File: config.mk
export PLATFORM = sky130hd
export DESIGN_NAME = addsub_bist
export DESIGN_NICKNAME = d
export VERILOG_FILES = /design/src/rtl/addsub_pkg.sv /design/src/rtl/addsub_bist_ref_model.sv /design/src/rtl/addsub_bist.sv
export SDC_FILE = /design/constraint.sdc
export NUM_CORES = 1
export LEC_CHECK = 0
export CAP_MARGIN = 30
export CORE_ASPECT_RATIO = 0.6
export CORE_MARGIN = 2
export CORE_UTILIZATION = 48
export CTS_CLUSTER_SIZE = 14
export DETAILED_ROUTE_END_ITERATION = 7
export PLACE_DENSITY_LB_ADDON = 0.3
export SYNTH_ARGS = -nofsm -noshare
export SYNTH_HDL_FRONTEND = slang
export SYNTH_SLANG_ARGS = --single-unit
export TNS_END_PERCENT = 5
File: constraint.sdc
create_clock -name clk -period 4.9 [get_ports clk]
set_input_delay 1.225 -clock clk [delete_from_list [all_inputs] [get_ports clk]]
set_output_delay 1.225 -clock clk [all_outputs]
set_load 0.02 [all_outputs]
File: src/rtl/addsub_pkg.sv
// Shared types, sizing and golden arithmetic for the 2-bit adder/subtractor BIST.
package addsub_pkg;

    localparam int ADDSUB_W = 2;
    localparam int IDXW     = 2 * ADDSUB_W + 1;
    localparam int NVEC     = 2 ** IDXW;

    typedef enum logic [1:0] {
        IDLE,
        DRIVE,
        CHECK,
        DONE
    } state_t;

    // Subtraction is a + ~b + 1, so cout doubles as the "no borrow" (a >= b) flag.
    function automatic logic [ADDSUB_W:0] addsub_expect(
        input logic [ADDSUB_W-1:0] a,
        input logic [ADDSUB_W-1:0] b,
        input logic                m
    );
        logic [ADDSUB_W-1:0] bop;
        bop = m ? ~b : b;
        return {1'b0, a} + {1'b0, bop} + {{ADDSUB_W{1'b0}}, m};
    endfunction

endpackage

File: src/rtl/addsub_bist_ref_model.sv
// Purely combinational golden model of the adder/subtractor: {o_cout, o_s}.
module addsub_ref_model
    import addsub_pkg::*;
#(
    parameter int WIDTH = ADDSUB_W
) (
    input  logic [WIDTH-1:0] i_a,
    input  logic [WIDTH-1:0] i_b,
    input  logic             i_m,
    output logic [WIDTH-1:0] o_s,
    output logic             o_cout
);

    generate
        if (WIDTH == ADDSUB_W) begin : g_pkg
            logic [WIDTH:0] w_res;
            assign w_res  = addsub_expect(i_a, i_b, i_m);
            assign o_s    = w_res[WIDTH-1:0];
            assign o_cout = w_res[WIDTH];
        end else begin : g_generic
            // Same arithmetic as the package function, for non-default widths.
            logic [WIDTH-1:0] w_bop;
            logic [WIDTH:0]   w_res;
            assign w_bop  = i_m ? ~i_b : i_b;
            assign w_res  = {1'b0, i_a} + {1'b0, w_bop} + {{WIDTH{1'b0}}, i_m};
            assign o_s    = w_res[WIDTH-1:0];
            assign o_cout = w_res[WIDTH];
        end
    endgenerate

endmodule

File: src/rtl/addsub_bist.sv
// BIST controller: sweeps every {m, a, b} into the adder/subtractor, checks against
// the golden model, and reports mismatch count, first failing index and pass/fail.
module addsub_bist
    import addsub_pkg::*;
#(
    parameter int WIDTH  = 2,
    parameter int SETTLE = 1
) (
    input  logic                 clk,
    input  logic                 rst,
    input  logic                 start,
    output logic [WIDTH-1:0]     dut_a,
    output logic [WIDTH-1:0]     dut_b,
    output logic                 dut_m,
    input  logic [WIDTH-1:0]     dut_s,
    input  logic                 dut_cout,
    output logic                 busy,
    output logic                 done,
    output logic                 pass,
    output logic [2*WIDTH+1:0]   err_count,
    output logic                 fail_valid,
    output logic [2*WIDTH:0]     first_fail
);

    localparam int L_IDXW = 2 * WIDTH + 1;
    localparam int L_ERRW = 2 * WIDTH + 2;
    localparam int L_CNTW = (SETTLE > 1) ? $clog2(SETTLE) : 1;
    localparam logic [L_CNTW-1:0] L_LOAD = L_CNTW'(SETTLE - 1);
    localparam logic [L_IDXW-1:0] L_LAST = {L_IDXW{1'b1}};

    state_t              r_state;
    state_t              w_state_next;
    logic [L_IDXW-1:0]   r_idx;
    logic [L_CNTW-1:0]   r_cnt;
    logic [L_ERRW-1:0]   r_err;
    logic [L_IDXW-1:0]   r_first;
    logic                r_busy;
    logic                r_done;
    logic                r_pass;
    logic                r_fail_valid;

    logic [WIDTH-1:0]    w_exp_s;
    logic                w_exp_cout;
    logic                w_mismatch;
    logic                w_accept;
    logic                w_last;

    addsub_ref_model #(.WIDTH(WIDTH)) u_ref (
        .i_a    (r_idx[2*WIDTH-1:WIDTH]),
        .i_b    (r_idx[WIDTH-1:0]),
        .i_m    (r_idx[2*WIDTH]),
        .o_s    (w_exp_s),
        .o_cout (w_exp_cout)
    );

    assign w_mismatch = ({dut_cout, dut_s} != {w_exp_cout, w_exp_s});
    assign w_accept   = start && ((r_state == IDLE) || (r_state == DONE));
    assign w_last     = (r_idx == L_LAST);

    always_ff @(posedge clk or posedge rst) begin
        if (rst) begin
            r_state <= IDLE;
        end else begin
            r_state <= w_state_next;
        end
    end

    always_comb begin
        w_state_next = r_state;
        case (r_state)
            IDLE:    if (start) w_state_next = DRIVE;
            DRIVE:   if (r_cnt == '0) w_state_next = CHECK;
            CHECK:   w_state_next = w_last ? DONE : DRIVE;
            DONE:    if (start) w_state_next = DRIVE;
            default: w_state_next = IDLE;
        endcase
    end

    always_ff @(posedge clk or posedge rst) begin
        if (rst) begin
            r_idx        <= '0;
            r_cnt        <= '0;
            r_err        <= '0;
            r_first      <= '0;
            r_busy       <= 1'b0;
            r_done       <= 1'b0;
            r_pass       <= 1'b0;
            r_fail_valid <= 1'b0;
        end else if (w_accept) begin
            r_idx        <= '0;
            r_cnt        <= L_LOAD;
            r_err        <= '0;
            r_first      <= '0;
            r_busy       <= 1'b1;
            r_done       <= 1'b0;
            r_pass       <= 1'b0;
            r_fail_valid <= 1'b0;
        end else if (r_state == DRIVE) begin
            if (r_cnt != '0) begin
                r_cnt <= r_cnt - 1'b1;
            end
        end else if (r_state == CHECK) begin
            if (w_mismatch) begin
                r_err <= r_err + 1'b1;
                if (!r_fail_valid) begin
                    r_first      <= r_idx;
                    r_fail_valid <= 1'b1;
                end
            end
            // idx holds the last vector after the final check until the next start.
            if (w_last) begin
                r_busy <= 1'b0;
            end else begin
                r_idx <= r_idx + 1'b1;
                r_cnt <= L_LOAD;
            end
        end else if (r_state == DONE) begin
            r_done <= 1'b1;
            r_pass <= (r_err == '0);
        end
    end

    assign dut_m      = r_idx[2*WIDTH];
    assign dut_a      = r_idx[2*WIDTH-1:WIDTH];
    assign dut_b      = r_idx[WIDTH-1:0];
    assign busy       = r_busy;
    assign done       = r_done;
    assign pass       = r_pass;
    assign err_count  = r_err;
    assign fail_valid = r_fail_valid;
    assign first_fail = r_first;

endmodule
==> PnR_summary.wiki <==
{| class="wikitable"
! Metric !! Value
|-
| Post-CTS setup repair buffer count || 0
|-
| CP Capture Type || flip-flop
|-
| Leakage power || ~0.73 nW
|-
| Critical Setup Path Class || input port to flip-flop
|-
| Reg2reg path depth || 6
|-
| Core Rows || 14
|-
| Synth warnings || 0
|-
| Final hold violation count || 0
|-
| Routability cong. || 0.786
|-
| Number of antenna violations at the first check in global routing || 0
|-
| Ports placed on the boundary || 26
|-
| Startpoint Class || input port
|-
| Remaining number of nets flagged by the antenna check after routing || 0
|-
| RR Startpoint || r_idx[0]$_DFFE_PP0P_
|-
| Cell count after synthesis || 113
|-
| Buffers from clock root to sink, at most || 2
|-
| Routed vias/inst || 5.89
|-
| Source-to-sink clock delay at the later pin of the worst-skew pair || 0.27 ns
|-
| Max_slew headroom || 44.8%
|-
| Layout fillers || ~200
|-
| Placed cells || 166
|-
| Power per Cell Area || 579 nW/um^2
|-
| Outcome || completed
|-
| Commonest cells after routing, fill and taps aside || clkdlybuf4s50_1, dfrtp_1, a22o_1, ha_1
|-
| Synth unique cells || 41
|-
| Height of the chip || between 40 and 50 um
|-
| Via count || around 1k
|-
| Die outline width || about 70 um
|-
| Clock period minus worst slack || 2.93 ns
|-
| Most common library cell in the layout ignoring fill and taps || clkdlybuf4s50_1
|-
| Sum of negative setup slack || 0 ns
|-
| Number of antenna cells inserted || 0
|-
| Pin count of the biggest net entering global routing || 23
|-
| Number of DRC markers after the initial detailed-route iteration || 29
|-
| TritonRoute pass-1 iters || 4
|-
| Setup repair after global routing missed its margin || false
|-
| Final slew viol count || 0
|-
| Flops & latches, synth || 22
|-
| Reg-to-reg critical path endpoint || err_count[0]$_DFFE_PP0P_
|-
| Biggest cell delay along the critical path || 0.63 ns
|-
| Remaining Overflow, GRT || 0
|-
| Seq/Total Area, Yosys || a little over two fifths
|-
| Worst slew pin tran || 0.828 ns
|-
| Wire length per cell || 17.7 um
|-
| Cells along the critical path || clkdlybuf4s50_1 > and2_1 > nor4_4 > nor3_2 > mux2_4
|-
| Maximum vdd ir drop || 0.328 mV
|-
| CP max FO || 10
|-
| Port Buffer Count || 25
|-
| Synthesized netlist net count || roughly 130
|-
| TritonCTS clock tree || built
|-
| Share of the clock period used by the worst path || between 50% and 60%
|-
| Number of resized instances in the post-cts repair step || 0
|-
| Share of cells above drive strength 1 || 9.42%
|-
| Clk pin slew, worst setup/hold paths || approximately 0.08 ns
|-
| End point of the most critical hold path || first_fail[3]$_DFFE_PP0P_
|-
| Cell depth of the worst min-delay path || 1
|-
| CTS Root Cell || clkbuf_8
|-
| Worst Setup Slack post-DPL || roughly 1.7 ns
|-
| Worst hold path type || flip-flop to flip-flop
|-
| Maximum level of the CTS H-tree || 1
|-
| Final std cells w/o fill || between 150 and 200
|-
| Clk sink count || 22
|-
| Max capacitance violation total || 0
|-
| Cts bufs inserted || 3
|-
| Core ar. || 2500 sq um
|-
| Post-Route Skew || between 0.003 and 0.004 ns
|-
| Slowest library cell on the worst path || nor4_4
|-
| Arrival time at the worst endpoint || 3.09 ns
|-
| Via count of the first global-routing pass || 1025
|-
| Area delta synth->final || 27.0%
|-
| Global-route wire length before repair || 5030 um
|-
| Data required time of the worst path || 5.07 ns
|-
| DR DRC count || 0
|-
| Final setup violation count || 0
|-
| Origin of the worst min-delay path || first_fail[3]$_DFFE_PP0P_
|-
| Least setup slack across all paths after layout || 1.97 ns
|-
| Gr usage total || roughly 22%
|-
| Final #Nets || between 150 and 200
|-
| Wire length after detailed routing || 3010 um
|-
| Half-perimeter wire length after detailed placement || 2140 um
|-
| Post-CTS Hold Fix Bufs || 0
|-
| Average size of a mapped cell || 11.2 sq um
|-
| Max Clock Freq || 0.342 GHz
|-
| Total standard cell area after synthesis || 1270 sq um
|-
| Initial cell density of the core || between 50% and 60%
|-
| Reg2Reg Setup Slack || between 2 and 2.5 ns
|-
| Die area || 3080 sq um
|}
## through the flow
stage / power (mW) / util (%) / hold slack (ns) / instance area, sq um
final: 0.933 / 64.3 / 0.506 / 1610
after floorplan: 0.609 / - / 0.511 / 1270
after CTS: 0.934 / 64.3 / 0.513 / 1610
after global routing: 0.994 / 64.3 / 0.545 / 1610
after global placement: 0.734 / 61.5 / 0.487 / 1540
after detailed placement: 0.754 / 61.5 / 0.491 / 1540
## where the power goes
group	internal [mW]	switching (mW)	total (mW)
combinational	0.205	0.266	0.472
sequential	0.227	0.0603	0.287
clock	0.109	0.0652	0.175
total	0.542	0.392	0.933
## sequential cells by signal, summed over array words and instances, names as in the netlist
name,flops
err_count,6
done,1
r_state,2
fail_valid,1
first_fail,5
pass,1
busy,1
r_idx,5
## worst max-delay path, delay by kind of cell
kind                   cells  cell delay, ns
AND/OR/NAND/NOR            3            1.10
buffers and inverters      1            0.45
multiplexers               1            0.32
## cell type report
cell class	count	area (sq um)	share of cell area [%]
clock buffer	3	41.3	2.56
clock inverter	1	30.0	1.86
tap	32	40.0	2.48
timing repair buffer	25	250	15.5
multi-input combinational	81	677	42.0
inverter	6	22.5	1.40
sequential	22	551	34.2
## worst max-delay path by stage
stage | endpoint | cells past startpoint | start
2_1_floorplan | err_count[0]$_DFFE_PP0P_ | 6 | r_idx[0]$_DFFE_PP0P_
3_3_place_gp | err_count[0]$_DFFE_PP0P_ | 5 | start
3_5_place_dp | err_count[0]$_DFFE_PP0P_ | 5 | start
4_1_cts | err_count[0]$_DFFE_PP0P_ | 5 | start
5_1_grt | err_count[0]$_DFFE_PP0P_ | 5 | start
6_report | err_count[0]$_DFFE_PP0P_ | 5 | start
## metal layers
layer,GRT usage (%),up-vias,share of wire [%]
li1,-,467,-
met1,29.8,500,48
met2,33.8,26,46
met3,6.28,8,4.4
met4,6.54,0,1.6
met5,0,-,0
## cell usage after synthesis
master    instances  area [sq um]
xor3_2            1          25.0
or4b_1            1          10.0
nor3_2            1          10.0
xor2_2            1          16.3
a22o_1            8          70.1
dfrtp_1          22           551
and2_1            1          6.26
mux2_2            2          22.5
a2111o_1          2          22.5
a21oi_1           4          20.0
a32oi_1           1          8.76
or3_1             1          6.26
nor2b_1           2          12.5
nand2b_1          1          6.26
nor4_4            1          21.3
xor2_1            1          8.76
o41ai_1           1          8.76
o22a_1            1          8.76
o21ai_1           1          5.00
mux2i_1           2          20.0
a32o_1            1          10.0
buf_4             1          7.51
o21bai_1          1          7.51
nor2_1            6          22.5
ha_1              8           100
a21o_1            3          22.5
a211o_1           2          17.5
inv_1             6          22.5
and3_1            1          6.26
o21ai_0           6          30.0
nand3_1           2          10.0
and3_2            1          7.51
nor4_1            2          12.5
xor2_4            1          27.5
nor3_1            2          10.0
nand2_1           6          22.5
clkbuf_1          3          11.3
fa_1              1          20.0
mux2_4            1          15.0
nand4_1           3          18.8
o31ai_1           1          7.51
## kinds of logic (layout without fill, tap and decap cells)
| logic type | after synthesis | in the layout | synth area share, % |
|---|---|---|---|
| buffers and inverters | 10 | 35 | 3.25 |
| and+or+nand+nor | 31 | 31 | 14.4 |
| muxes | 5 | 5 | 4.54 |
| DFF | 22 | 22 | 43.4 |
| xor gates and xnor gates | 4 | 4 | 6.11 |
| AOI/OAI and AO/OA | 32 | 32 | 18.8 |
| adders and majority gates | 9 | 9 | 9.47 |
Power figures use the tool's default switching activity.
==> RTL edit 1 (same settings) <==
The parameter `WIDTH` goes from 2 to 3.
--- a/src/rtl/addsub_bist.sv
+++ b/src/rtl/addsub_bist.sv
@@ -3,7 +3,7 @@
 module addsub_bist
     import addsub_pkg::*;
 #(
-    parameter int WIDTH  = 2,
+    parameter int WIDTH  = 3,
     parameter int SETTLE = 1
 ) (
     input  logic                 clk,
Ports: changed (5 resized); port bits go from 26 to 33. No check against the original RTL was run, so the function may have changed too.
==> RTL edit 1 against the unedited design <==
Sequential cell count is 6 higher; total power rose by 0.98%; worst setup slack lost 0.19 ns; area after synthesis grew 28%; final area rose by 27%; clock power shrank 19%; synthesized cell count grew 42%; routed wire length increased by 30%; critical path type unchanged; critical endpoint is now err_count[6]$_DFFE_PP0P_; largest cell class unchanged.
==> RTL edit 1: results <==
critical_path:
  r2r-end: "first_fail[4]$_DFFE_PP0P_"
  r2r_cells: 7
  endpoint: "err_count[6]$_DFFE_PP0P_"
  critical_path_arrival_ns: 3.28
timing:
  hold_ws_ns: 0.494
  period_share: 0.637
finish:
  clk_share: 0.0269
  num-nonclk-buffers: 33
  nClkBuffers: 4
  drive_gt1_frac: 0.0524
  multi_input_area_share: 0.423
  num-multi-input-gates: 120
global_routing:
  grt_max_degree: 21
  grt_pass1_vias: 1361
yosys:
  synth-adder-area-share: 0.0819
  synth_area_leaders: "dfrtp_1, ha_1, a32o_1"
  synth-xor-area-share: 0.0456
  ys_types: 38
run_status:
  outcome: "complete, no violations"
routing:
  dr.first_iter.drc_count: 112
  wl_per_cell_um: 16.6
pwr:
  leakage_nw: 0.951
  irDropWorstVdd_v: 0.000248
place:
  dpl_cell_area_sq_mm: 0.00199
  io_buffers: 32
worst_hold_path:
  worstHoldEndpoint: "pass$_DFFE_PP0P_"
RTL edit 1: worst max-delay path: stages:
cell and delay (ns):
clkdlybuf4s50_1 0.52, and2_1 0.37, nor4_1 0.15, o21a_4 0.18
or3_1 0.49, a211o_1 0.34
RTL edit 1: routing by layer:
metal | track usage | part of all wire | vias to the layer above
met3 | 0.0481 | 0.062 | 2
li1 | - | - | 670
met1 | 0.313 | 0.47 | 676
met5 | 0 | 0 | -
met4 | 0.0546 | 0.0033 | 0
met2 | 0.342 | 0.47 | 41
RTL edit 1: report_power, final:
part	switching (W)	internal (W)	total [W]	leakage, nW
logic	0.000274	0.000194	0.000468	0.553
clock network	0.0000702	0.0000719	0.000142	0.0288
registers	0.0000541	0.000279	0.000333	0.370
total	0.000398	0.000545	0.000943	0.951
RTL edit 1: cells by family after synthesis:
kind of cell / count (synthesis)
AOI/OAI and AO/OA: 45
xor gates and xnor gates: 5
adders and majority gates: 10
buffers and inverters: 12
DFF: 28
muxes: 1
and+or+nand+nor: 59
==> RTL edit 2 (same settings) <==
Without the edit above. Re-encode `state_t` (4 states) as one-hot, 4 bits wide.
--- a/src/rtl/addsub_pkg.sv
+++ b/src/rtl/addsub_pkg.sv
@@ -5,11 +5,11 @@
     localparam int IDXW     = 2 * ADDSUB_W + 1;
     localparam int NVEC     = 2 ** IDXW;
 
-    typedef enum logic [1:0] {
-        IDLE,
-        DRIVE,
-        CHECK,
-        DONE
+    typedef enum logic [3:0] {
+        IDLE  = 4'b0001,
+        DRIVE = 4'b0010,
+        CHECK = 4'b0100,
+        DONE  = 4'b1000
     } state_t;
 
     // Subtraction is a + ~b + 1, so cout doubles as the "no borrow" (a >= b) flag.
Check against the original RTL: same outputs for any inputs over 10 cycles, from zero or initial values and one cycle with rst high; not proved beyond that.
==> RTL edit 2 against the unedited design <==
Sequential cell count is 2 higher; routed wire length down 16%; worst setup slack improved by 0.19 ns; maximum frequency increased by 6.9%; non-clock buffer count is 1 higher; area after synthesis decreased by 2.9%; final area decreased by 2.3%.
Power is not compared: it rests on default switching activity, and its combinational part moved more than twofold at a synthesized area within 25%.
==> RTL edit 2: results <==
global_routing:
  grt_max_degree: 25
  grt_pass1_vias: 920
yosys:
  syn_area_per_cell_sq_um: 10.0
  ys_types: 33
  synth_common_cells: "dfrtp_1, nand2_1, o21ai_0, nor2_1"
  synth_nets: 134
  synth_seq_area_share: 0.488
  synth-xor-area-share: 0.0690
critical_path:
  cp-startpoint: "dut_s[0]"
  critical_path_arrival_ns: 2.94
  r2r_slack_ns: 2.27
  cp_slowest_stage_delay_ns: 0.46
finish:
  register_area_sq_um: 602
  num-multi-input-gates: 90
  clk_share: 0.0453
  multi_input_area_sq_um: 582
  area.growth.synth_to_final_pct: 27.8
place:
  pre_cts_ws_ns: 1.89
  dp.cells: 178
  dp_hpwl_um: 1860
routing:
  viasPerCell: 5.19
  drt_wl_total_um: 2520
  dr.first_iter.drc_count: 66
run_status:
  outcome: "complete, no violations"
worst_hold_path:
  worstHoldStart: "busy$_DFFE_PP0P_"
  whs_path_depth: 2
RTL edit 2: power groups by stage:
| stage | Combinational [W] | Clock (W) | Sequential [W] |
|---|---|---|---|
| 6_report | 0.000135 | 0.000175 | 0.000250 |
| 5_1_grt | 0.000150 | 0.000185 | 0.000254 |
| 4_1_cts | 0.000136 | 0.000178 | 0.000249 |
| 3_5_place_dp | 0.000135 | 0 | 0.000254 |
| 3_3_place_gp | 0.000131 | 0 | 0.000252 |
| 2_1_floorplan | 0.0000856 | 0 | 0.000259 |
RTL edit 2: critical path, delay by kind of cell:
family          cells  cell delay (ns)
compound gates      2             0.57
mux                 1             0.40
buf+inv             1             0.46
xor+xnor            1             0.28
RTL edit 2: layer usage:
| layer | up-vias | GRT usage | share of wire |
|---|---|---|---|
| met1 | 442 | 0.247 | 0.50 |
| met2 | 22 | 0.304 | 0.43 |
| met3 | 2 | 0.0594 | 0.057 |
| met4 | 0 | 0.0471 | 0.0071 |
| li1 | 479 | - | - |
| met5 | - | 0 | 0 |
